### src/rtl/alu_result_fifo.sv
// alu_result_fifo: DEPTH-entry result buffer between the ALU and writeback.
// Stores {word, zero, neg, opcode} unmodified, valid/ready on both sides,
// and keeps saturating statistics of zero/negative results accepted.
module alu_result_fifo #(
   parameter int WIDTH = 16,
   parameter int DEPTH = 4,
   parameter int OPCW  = 3,
   parameter int CNTW  = 8
) (
   input  logic                     clk,
   input  logic                     rst_n,
   input  logic                     flush,
   input  logic                     in_valid,
   output logic                     in_ready,
   input  logic [WIDTH-1:0]         inW,
   input  logic                     inZer,
   input  logic                     inNeg,
   input  logic [OPCW-1:0]          inOpc,
   output logic                     out_valid,
   input  logic                     out_ready,
   output logic [WIDTH-1:0]         outW,
   output logic                     outZer,
   output logic                     outNeg,
   output logic [OPCW-1:0]          outOpc,
   output logic [$clog2(DEPTH):0]   count,
   output logic [CNTW-1:0]          zer_cnt,
   output logic [CNTW-1:0]          neg_cnt
);

   localparam int AW = $clog2(DEPTH);
   localparam int CW = AW + 1;
   localparam logic [CW-1:0]   FULL = CW'(DEPTH);
   localparam logic [CNTW-1:0] CMAX = '1;

   typedef struct packed {
      logic [WIDTH-1:0] w;
      logic             zer;
      logic             neg;
      logic [OPCW-1:0]  opc;
   } entry_t;

   entry_t        mem [DEPTH];
   entry_t        last_q;
   entry_t        head;
   entry_t        wr_ent;
   logic [AW-1:0] wr_ptr;
   logic [AW-1:0] rd_ptr;
   logic          push;
   logic          pop;

   // Both handshake flags come from the count register only, so in_ready
   // never depends on out_ready (a full FIFO refuses even with a pop).
   assign in_ready  = (count != FULL);
   assign out_valid = (count != '0);
   assign push      = in_valid & in_ready & ~flush;
   assign pop       = out_valid & out_ready & ~flush;
   assign wr_ent    = '{w: inW, zer: inZer, neg: inNeg, opc: inOpc};

   // Head is the live entry when occupied, otherwise the last entry popped
   // (zero after reset), so the outputs never show stale/unwritten storage.
   always_comb begin
      head = last_q;
      if (count != '0) head = mem[rd_ptr];
   end

   assign outW   = head.w;
   assign outZer = head.zer;
   assign outNeg = head.neg;
   assign outOpc = head.opc;

   // Storage array; contents need no reset since count gates visibility.
   always_ff @(posedge clk) begin
      if (push) mem[wr_ptr] <= wr_ent;
   end

   // Pointers, occupancy and the popped-entry shadow; flush drops the
   // cycle's push and pop but leaves the shadow untouched.
   always_ff @(posedge clk or negedge rst_n) begin
      if (!rst_n) begin
         wr_ptr <= '0;
         rd_ptr <= '0;
         count  <= '0;
         last_q <= '0;
      end else if (flush) begin
         wr_ptr <= '0;
         rd_ptr <= '0;
         count  <= '0;
      end else begin
         if (push) wr_ptr <= wr_ptr + AW'(1);
         if (pop) begin
            rd_ptr <= rd_ptr + AW'(1);
            last_q <= mem[rd_ptr];
         end
         case ({push, pop})
            2'b10:   count <= count + CW'(1);
            2'b01:   count <= count - CW'(1);
            default: count <= count;
         endcase
      end
   end

   // Saturating statistics; only reset clears them, flush does not.
   always_ff @(posedge clk or negedge rst_n) begin
      if (!rst_n) begin
         zer_cnt <= '0;
         neg_cnt <= '0;
      end else if (push) begin
         if (inZer && zer_cnt != CMAX) zer_cnt <= zer_cnt + CNTW'(1);
         if (inNeg && neg_cnt != CMAX) neg_cnt <= neg_cnt + CNTW'(1);
      end
   end

endmodule

### config.mk
export PLATFORM = sky130hd
export DESIGN_NAME = alu_result_fifo
export DESIGN_NICKNAME = d
export VERILOG_FILES = /design/src/rtl/alu_result_fifo.sv
export SDC_FILE = /design/constraint.sdc
export NUM_CORES = 1
export LEC_CHECK = 0
export BUFFER_PORTS_ARGS = -buffer_cell sky130_fd_sc_hd__buf_2
export CORE_UTILIZATION = 45
export DETAILED_ROUTE_END_ITERATION = 7
export PLACE_DENSITY = 0.7
export SLEW_MARGIN = 20
export SYNTH_ARGS = -nofsm -noshare
export SYNTH_HDL_FRONTEND = slang
export SYNTH_SLANG_ARGS = --single-unit
export TNS_END_PERCENT = 10
### constraint.sdc
create_clock -name clk -period 2.9 [get_ports clk]
set_clock_uncertainty 0.1 [all_clocks]
set_input_delay 0.29 -clock clk [delete_from_list [all_inputs] [get_ports clk]]
set_output_delay 0.29 -clock clk [all_outputs]
set_load 0.03 [all_outputs]
==> impl_metrics.py, run 1 <==
metrics = {
    "detailed_routing": {
        "drt_first_pass_iters": 8,
        "drc": 3,
        "drt-total-wl_mm": 10.4,
        "drt_iter0_drc": 220,
        "vias": 3071,
        "routed_via_density": 5.39,
        "ant_nets": 0,
        "wl_per_cell_um": 18.3,
    },
    "placed_design": {
        "placed_area_mm2": 0.00599,
        "dp_hpwl_mm": 6.33,
        "port_buffers": 67,
        "routabilityCongestion": 0.760,
    },
    "timing": {
        "setup_viol": 0,
        "slew-limit-headroom_pct": 50.3,
        "fin_crit_sh_pct": 91.7,
        "rsz0062_at_grt": "no",
        "fin_tns_setup_ps": 0,
        "hold_viol_final": 0,
        "final-max-slew-violation-count": 0,
        "timing.fmax_mhz": 376,
        "min_period_ps": 2660,
        "holdWs_ps": 70.7,
        "max_slew.worst_pin.slew_ps": 745,
    },
    "yosys": {
        "syn-cell-area_mm2": 0.00548,
        "synth_area_leader_cell": "edfxtp_1",
        "yosys_warnings": 0,
        "yosysTopAreaCellShare_pct": 46.0,
        "synth_fp_nets": 347,
        "ys_ff_latch": 128,
        "yosysSeqAreaShare_pct": 66.1,
        "synth_area_per_cell_um2": 17.4,
        "synthCells": 314,
        "synth_area_leaders": "edfxtp_1 (46%), dfrtp_1 (20%), mux4_2 (8.6%)",
        "ys_types": 40,
    },
    "floorplan": {
        "initial_core_util_pct": 47.0,
        "core_area_mm2": 0.0117,
        "pin_count": 68,
        "die_w_um": 112,
        "fp.dieH_um": 112,
        "die-area_mm2": 0.0126,
        "num_rows": 39,
    },
    "global_routing": {
        "track_usage_pct": 18.1,
        "antenna_found_initial": 0,
        "grt_max_degree": 30,
        "grt_pass1_wl_mm": 16.9,
        "grt_pass1_vias": 3239,
        "grt_overflow": 0,
    },
    "cts": {
        "cts-resized-gates": 0,
        "cts_tree": "built",
        "cts.path.max_buffers": 2,
        "cts_buffers": 17,
        "cts.sink_count": 128,
        "htree_levels": 4,
        "clk_transition_reported_paths_ps": 50,
        "insertion_delay_ps": 410,
        "clock-root-buffer": "clkbuf_16",
    },
    "worst_setup_path": {
        "critical_path_class": "reg2out",
        "cp.required_ps": 2510,
        "critPathCaptureType": "primary output",
        "path_max_fanout": 18,
        "worstPathArrival_ps": 2270,
        "cp-start-kind": "flip-flop",
    },
    "pwr": {
        "power_density_mw_per_mm2": 883,
        "leakage_nw": 2.66,
        "ir_drop_mv": 0.733,
    },
    "worst_hold_path": {
        "hold_class": "in2reg",
    },
    "layout": {
        "drive_gt1_share_pct": 40.3,
        "syn_to_final_growth_pct": 23.4,
        "multi_input_area_mm2": 0.00174,
        "fin_nets": 447,
        "seqCellArea_mm2": 0.00362,
        "design_area_mm2": 0.00676,
        "nFillCells": 892,
        "diodes": 0,
    },
    "status": {
        "violations": "DRC",
        "status": "finished with violations",
    },
    "flow_run": {
        "cap_violations": 0,
    },
}
==> synthesized netlist by cell type, drive strengths merged <==
cell type	count
xor2	9
a41oi	1
o21ai	2
a311oi	1
nand3	7
nor2b	1
buf	8
or3	1
and3	6
fa	1
and2	7
xnor2	5
a22o	1
nand2b	2
nor3b	6
and3b	2
mux2i	2
mux4	21
a21oi	4
mux2	46
a31oi	1
edfxtp	84
nand4	5
clkbuf	7
a211oi	2
nand3b	1
o32ai	1
nor3	2
nor2	10
a2bb2oi	1
ha	6
o2bb2ai	1
and4	2
nand2	7
dfrtp	44
inv	7
==> worst paths after layout <==
| kind | startpoint | slack, ps | to | cells past startpoint |
|---|---|---|---|---|
| max | rd_ptr[0] | 240 | outW[13] | 4 |
| min | inZer | 70 | mem[3][4] | 1 |
| max reg2reg | count[0] | 300 | count[2] | 9 |
| min reg2reg | last_q[4] | 410 | last_q[4] | 1 |
| max in group asynchronous | rst_n | 1590 | zer_cnt[4] | 3 |
| min in group asynchronous | rst_n | 400 | last_q[13] | 2 |
==> routing by layer <==
metal  global-route usage (%)  vias to the layer above  part of all wire [%]
met5                        0                        -                     0
met4                     6.04                        0                  0.52
met3                     5.78                        6                   4.9
met2                     30.1                       73                    52
met1                     22.5                     1581                    43
li1                         -                     1411                     -
==> layout by cell type, fill, tap and decap left out, drive strengths merged, types with 8 or more instances in the layout <==
master and instances:
mux4 21, edfxtp 84, nor2 10, dlygate4sd3 20
mux2 46, xor2 9, buf 76, inv 8
dfrtp 44, clkbuf 22
==> repair_timing <==
action,4_1_cts,5_1_grt
hold endpoints to repair,104,0
hold buffers,20,0
buffers inserted,0,0
==> flip-flops by register name, indices dropped and copies added (netlist names) <==
name     flops
zer_cnt      8
wr_ptr       2
neg_cnt      8
rd_ptr       2
mem         84
count        3
last_q      21
==> per-stage QoR <==
stage	cells	worst slack [ps]	util, %	total power, mW
finish	570	242	58.0	5.97
global route	570	23.9	58.0	6.24
CTS	570	185	58.0	6.04
detailed placement	518	298	51.4	3.97
global placement	518	522	51.4	3.93
floorplan	314	36.4	-	3.56
==> layout make-up <==
| class | count | share of cell area [%] |
|---|---|---|
| Sequential cell | 128 | 53.6 |
| Inverter | 7 | 0.389 |
| Timing Repair Buffer | 96 | 9.29 |
| Clock inverter | 10 | 1.68 |
| Clock buffer | 22 | 6.72 |
| Tap cell | 143 | 2.65 |
| Multi-Input combinational cell | 164 | 25.7 |
==> power breakdown <==
part | switching, mW | internal (mW) | total (mW)
combinational | 0.856 | 0.682 | 1.54
sequential | 0.195 | 2.22 | 2.41
clock | 0.736 | 1.29 | 2.02
total | 1.79 | 4.18 | 5.97
==> worst max-delay path, stage by stage (launching register included) <==
cell and delay, ps:
dfrtp_1 600, buf_12 250, mux4_2 520, mux2_2 300
buf_2 180
==> cell families (layout without fill, tap and decap cells) <==
| logic type | Yosys count | after routing | synth area share, % |
|---|---|---|---|
| xor gates and xnor gates | 14 | 14 | 2.24 |
| and+or+nand+nor | 59 | 59 | 6.10 |
| DFF | 128 | 128 | 66.1 |
| AOI/OAI and AO/OA | 15 | 15 | 1.90 |
| muxes | 69 | 69 | 19.7 |
| buffers and inverters | 22 | 135 | 2.19 |
| adders and majority gates | 7 | 7 | 1.74 |
Note: power is estimated with default switching activity, not from simulation.
==> inputs of run 2 (changes only) <==
Clock period 2.9 ns to 2.2 ns, I/O delays scaled along.
==> impl_metrics.py, run 2 (synthesized netlist as in run 1, its figures left out) <==
metrics = {
    "timing": {
        "max_slew.worst_pin.slew_ps": 631,
        "setup_viol": 22,
        "final-max-slew-violation-count": 0,
        "holdWs_ps": 55.2,
        "fin_crit_sh_pct": 107,
        "min_period_ps": 2360,
        "hold_viol_final": 0,
        "timing.final.ws_setup_ps": -160,
        "slew-limit-headroom_pct": 57.9,
        "timing.fmax_mhz": 424,
        "rsz0062_at_grt": "yes",
    },
    "worst_setup_path": {
        "timing.critical_path.slowest_cell_delay_ps": 540,
        "critical_path_class": "reg2out",
        "path_max_fanout": 6,
        "cp_slowest_cell": "mux4_2",
        "cp-start-kind": "flip-flop",
        "cp.required_ps": 1880,
        "worstPathArrival_ps": 2040,
        "crit_buf_inv": 3,
        "path_delay_family": "multiplexers",
        "critPathCaptureType": "primary output",
        "cp_cell_sequence": "buf_12 > buf_16 > mux4_2 > mux2_4 > buf_6",
    },
    "detailed_routing": {
        "drt_first_pass_iters": 8,
        "vias": 3226,
        "top_layer_used": "met4",
        "ant_nets": 0,
        "drt-total-wl_mm": 11.3,
        "routed_via_density": 5.40,
        "wl_per_cell_um": 18.9,
        "drt_iter0_drc": 213,
        "dr_wl_met2_mm": 5.75,
        "drc": 4,
        "met1Wirelength_mm": 4.88,
        "wl_met3_um": 488,
    },
    "cts": {
        "clk_transition_reported_paths_ps": 60,
        "cts.sink_count": 128,
        "cts_buffers": 17,
        "htree_levels": 4,
        "cts.path.max_buffers": 2,
        "clock-root-buffer": "clkbuf_16",
        "cts_tree": "built",
        "insertion_delay_ps": 410,
    },
    "global_routing": {
        "grt_overflow": 0,
        "grt_pass1_wl_mm": 18.2,
        "antenna_found_initial": 0,
        "track_usage_pct": 19.9,
        "grt_pass1_vias": 3417,
        "grt_max_degree": 45,
    },
    "placed_design": {
        "dp_hpwl_mm": 6.43,
        "routabilityCongestion": 0.749,
        "port_buffers": 67,
        "placed_area_mm2": 0.00615,
        "post-place-cells": 532,
        "post-place-ws_ps": -99.5,
    },
    "layout": {
        "largest_reg_flops": 84,
        "reg_top3": "mem (84), last_q (21)",
        "drive_gt1_share_pct": 45.4,
        "nFillCells": 827,
        "syn_to_final_growth_pct": 32.3,
        "seqCellArea_mm2": 0.00363,
        "layout_common_cells": "edfxtp_1 (84), buf_2 (46), dfrtp_1 (40)",
        "instances_no_fill": 597,
        "design_area_mm2": 0.00725,
        "diodes": 0,
        "fin_nets": 474,
        "fin_util_pct": 62.2,
        "multi_input_area_mm2": 0.00179,
        "final_common_cell": "edfxtp_1",
        "regMostFlops": "mem",
    },
    "pwr": {
        "pwr-share-comb_pct": 30.8,
        "leakage_nw": 2.89,
        "clkPwrFrac_pct": 30.9,
        "seqPwrFrac_pct": 38.3,
        "sw_frac_of_total_pct": 30.1,
        "power_switching_mw": 2.49,
        "ir_drop_mv": 0.887,
        "power.internal_mw": 5.78,
        "power_density_mw_per_mm2": 1140,
    },
    "status": {
        "status": "finished with violations",
        "violations": "DRC, setup timing",
    },
    "floorplan": {
        "die-area_mm2": 0.0126,
        "pin_count": 68,
        "fp.dieH_um": 112,
        "initial_core_util_pct": 47.0,
        "core_area_mm2": 0.0117,
        "num_rows": 39,
        "die_w_um": 112,
    },
    "worst_hold_path": {
        "hold_class": "in2reg",
    },
    "flow_run": {
        "cap_violations": 0,
    },
}
run 2: cell type report:
class | count | share of cell area [%]
Tap cell | 143 | 2.47
Clock buffer | 25 | 6.84
Clock inverter | 7 | 0.725
Multi-Input combinational cell | 164 | 24.7
Sequential cell | 128 | 50.1
Inverter | 7 | 0.363
Timing Repair Buffer | 123 | 14.9
run 2: per-stage QoR:
step | TNS [ps] | power (mW)
after floorplan | -815 | 4.70
after global placement | -21.9 | 5.21
after detailed placement | -99.5 | 5.26
after CTS | -2990 | 8.30
after global routing | -4160 | 8.63
final | -2610 | 8.28
run 2: what timing repair did:
item / in CTS / in global routing
cloned: 3 / 0
setup buffers: 6 / 2
setup endpoints to repair: 22 / 93
hold buffers: 22 / 0
pin swaps: 0 / 2
hold endpoints to repair: 128 / 0
resized for setup: 52 / 4
run 2: path summary, 6_finish.rpt:
| check | start | to | slack, ps | depth (start not counted) |
|---|---|---|---|---|
| worst min register to register | last_q[3] | last_q[3] | 400 | 1 |
| worst max-delay path | rd_ptr[0] | outW[14] | -160 | 5 |
| worst max register to register | count[1] | count[2] | -70 | 8 |
| min in group asynchronous | rst_n | neg_cnt[3] | 350 | 3 |
| max in group asynchronous | rst_n | count[0] | 1190 | 3 |
| worst min-delay path | out_ready | count[2] | 60 | 2 |
run 2: layer usage:
| layer | global-route usage [%] | vias up |
|---|---|---|
| li1 | - | 1465 |
| met1 | 25.0 | 1664 |
| met2 | 32.9 | 86 |
| met3 | 5.29 | 11 |
| met4 | 8.00 | 0 |
| met5 | 0 | - |
run 2: power by group through the flow:
| stage | clock (mW) | combinational, mW | sequential, mW |
|---|---|---|---|
| 2_1_floorplan | 0 | 1.38 | 3.32 |
| 3_3_place_gp | 0 | 2.04 | 3.17 |
| 3_5_place_dp | 0 | 2.07 | 3.20 |
| 4_1_cts | 2.61 | 2.53 | 3.16 |
| 5_1_grt | 2.73 | 2.69 | 3.21 |
| 6_report | 2.56 | 2.55 | 3.17 |
==> inputs of run 3 (changes only) <==
--- a/config.mk
+++ b/config.mk
@@ -11,3 +11,3 @@
 export PLACE_DENSITY = 0.7
-export SLEW_MARGIN = 20
+export SLEW_MARGIN = 0
 export SYNTH_ARGS = -nofsm -noshare
==> constraint.sdc (replaced) <==
create_clock -name clk -period 2.2 [get_ports clk]
set_clock_uncertainty 0.1 [all_clocks]
set_input_delay 0.33 -clock clk [delete_from_list [all_inputs] [get_ports clk]]
set_output_delay 0.33 -clock clk [all_outputs]
set_load 0.03 [all_outputs]
==> impl_metrics.py, run 3 (synthesized netlist as in run 1, its figures left out) <==
metrics = {
    "timing": {
        "rsz0062_at_grt": "yes",
        "timing.final.ws_setup_ps": -221,
        "holdWs_ps": 25.1,
        "timing.fmax_mhz": 413,
        "min_period_ps": 2420,
        "setup_viol": 22,
        "max_slew.worst_pin.slew_ps": 467,
        "final-max-slew-violation-count": 0,
        "slew-limit-headroom_pct": 68.9,
        "hold_viol_final": 0,
        "fin_tns_setup_ps": -4240,
        "fin_crit_sh_pct": 110,
    },
    "global_routing": {
        "grt_max_degree": 45,
        "antenna_found_initial": 0,
        "grt_pass1_vias": 3218,
        "grt_overflow": 0,
        "grt_pass1_wl_mm": 16.8,
        "track_usage_pct": 18.4,
    },
    "layout": {
        "reg_top3": "mem (84), last_q (21)",
        "regMostFlops": "mem",
        "instances_no_fill": 567,
        "drive_gt1_share_pct": 46.2,
        "layout_common_cells": "edfxtp_1 (84), buf_2 (48), dfrtp_1 (40)",
        "final_common_cell": "edfxtp_1",
        "diodes": 0,
        "syn_to_final_growth_pct": 28.1,
        "largest_reg_flops": 84,
        "fin_nets": 444,
        "fin_util_pct": 60.2,
    },
    "flow_run": {
        "cap_violations": 0,
    },
    "worst_setup_path": {
        "reg2reg_slack_ps": -120,
        "rr_startpoint": "count[1]",
        "cp.required_ps": 1770,
        "rr_endpoint": "count[2]",
        "crit_end": "outW[10]",
        "critPathCaptureType": "primary output",
        "cp-start-kind": "flip-flop",
        "worstPathArrival_ps": 1990,
        "worstSetupStartpoint": "rd_ptr[0]",
        "critical_path_class": "reg2out",
        "path_max_fanout": 6,
        "rr_worst_depth": 8,
    },
    "status": {
        "status": "finished with violations",
        "violations": "DRC, setup timing",
    },
    "detailed_routing": {
        "drt_first_pass_iters": 6,
        "drc": 5,
        "routed_via_density": 5.45,
        "drt_iter0_drc": 135,
        "drt-total-wl_mm": 10.7,
        "vias": 3091,
        "ant_nets": 0,
        "wl_per_cell_um": 18.8,
    },
    "cts": {
        "htree_levels": 4,
        "cts.path.max_buffers": 2,
        "cts.sink_count": 128,
        "clk_transition_reported_paths_ps": 50,
        "insertion_delay_ps": 420,
        "clock-root-buffer": "clkbuf_16",
        "post_cts_buffers": 0,
        "cts_tree": "built",
        "cts_buffers": 17,
    },
    "pwr": {
        "leakage_nw": 2.82,
        "power_density_mw_per_mm2": 1210,
        "ir_drop_mv": 0.740,
    },
    "worst_hold_path": {
        "hold_class": "in2reg",
    },
    "placed_design": {
        "dp_hpwl_mm": 6.49,
        "post-place-ws_ps": -86.5,
        "port_buffers": 67,
        "routabilityCongestion": 0.761,
        "post-place-cells": 533,
    },
    "floorplan": {
        "die-area_mm2": 0.0126,
        "core_area_mm2": 0.0117,
        "die_w_um": 112,
        "fp.dieH_um": 112,
        "initial_core_util_pct": 47.0,
        "num_rows": 39,
        "pin_count": 68,
    },
}
## run 3: cell count changes in the layout (fill, tap and decap cells not counted), sizes merged
cell         before  now
buf             101   91
bufinv            0    3
clkbuf           25   23
clkinv            2    4
clkinvlp          4    2
dlygate4sd3      22    1
## run 3: worst min-delay path by stage
stage / endpoint / cells after the start / startpoint
6_report: mem[0][10] / 1 / inW[5]
5_1_grt: mem[2][10] / 1 / inW[5]
4_1_cts: mem[1][10] / 1 / inW[5]
3_5_place_dp: neg_cnt[0] / 2 / rst_n
3_3_place_gp: neg_cnt[2] / 2 / rst_n
2_1_floorplan: count[0] / 0 / rst_n
## run 3: power breakdown
group	leakage (nW)	internal [mW]	total, mW	switching, mW
clock	0.290	1.83	2.83	0.993
combinational	1.23	1.24	2.46	1.22
sequential	1.29	2.92	3.18	0.253
## run 3: per-layer routing
| layer | share of wire [%] | GRT usage [%] |
|---|---|---|
| met5 | 0 | 0 |
| met2 | 51 | 31.2 |
| met1 | 42 | 22.1 |
| met4 | 1.7 | 6.58 |
| met3 | 5.0 | 6.05 |
## run 3: what timing repair did
item / CTS / global route
hold endpoints to repair: 44 / 0
gates resized for setup: 31 / 35
hold buffers: 1 / 0
setup endpoints to repair: 22 / 22
gates cloned: 0 / 1
## run 3: per-stage QoR
step                cell area, µm²  power, mW
CTS                           6890       8.33
detailed placement            6180       5.28
finish                        7020       8.46
floorplan                     5500       4.70
global placement              6180       5.24
global route                  7020       8.80
## run 3: layout make-up
class	count	area [µm²]
Inverter	7	26.3
Multi-Input combinational cell	164	1820
Tap cell	143	179
Timing Repair Buffer	93	768
Clock inverter	10	134
Clock buffer	22	464
Sequential cell	128	3630
Fill cell	852	4650
## run 3: critical path, stage by stage (launching register included)
cell	delay (ps)
dfrtp_2	440
clkbuf_16	190
mux4_2	510
mux2_4	290
buf_6	140
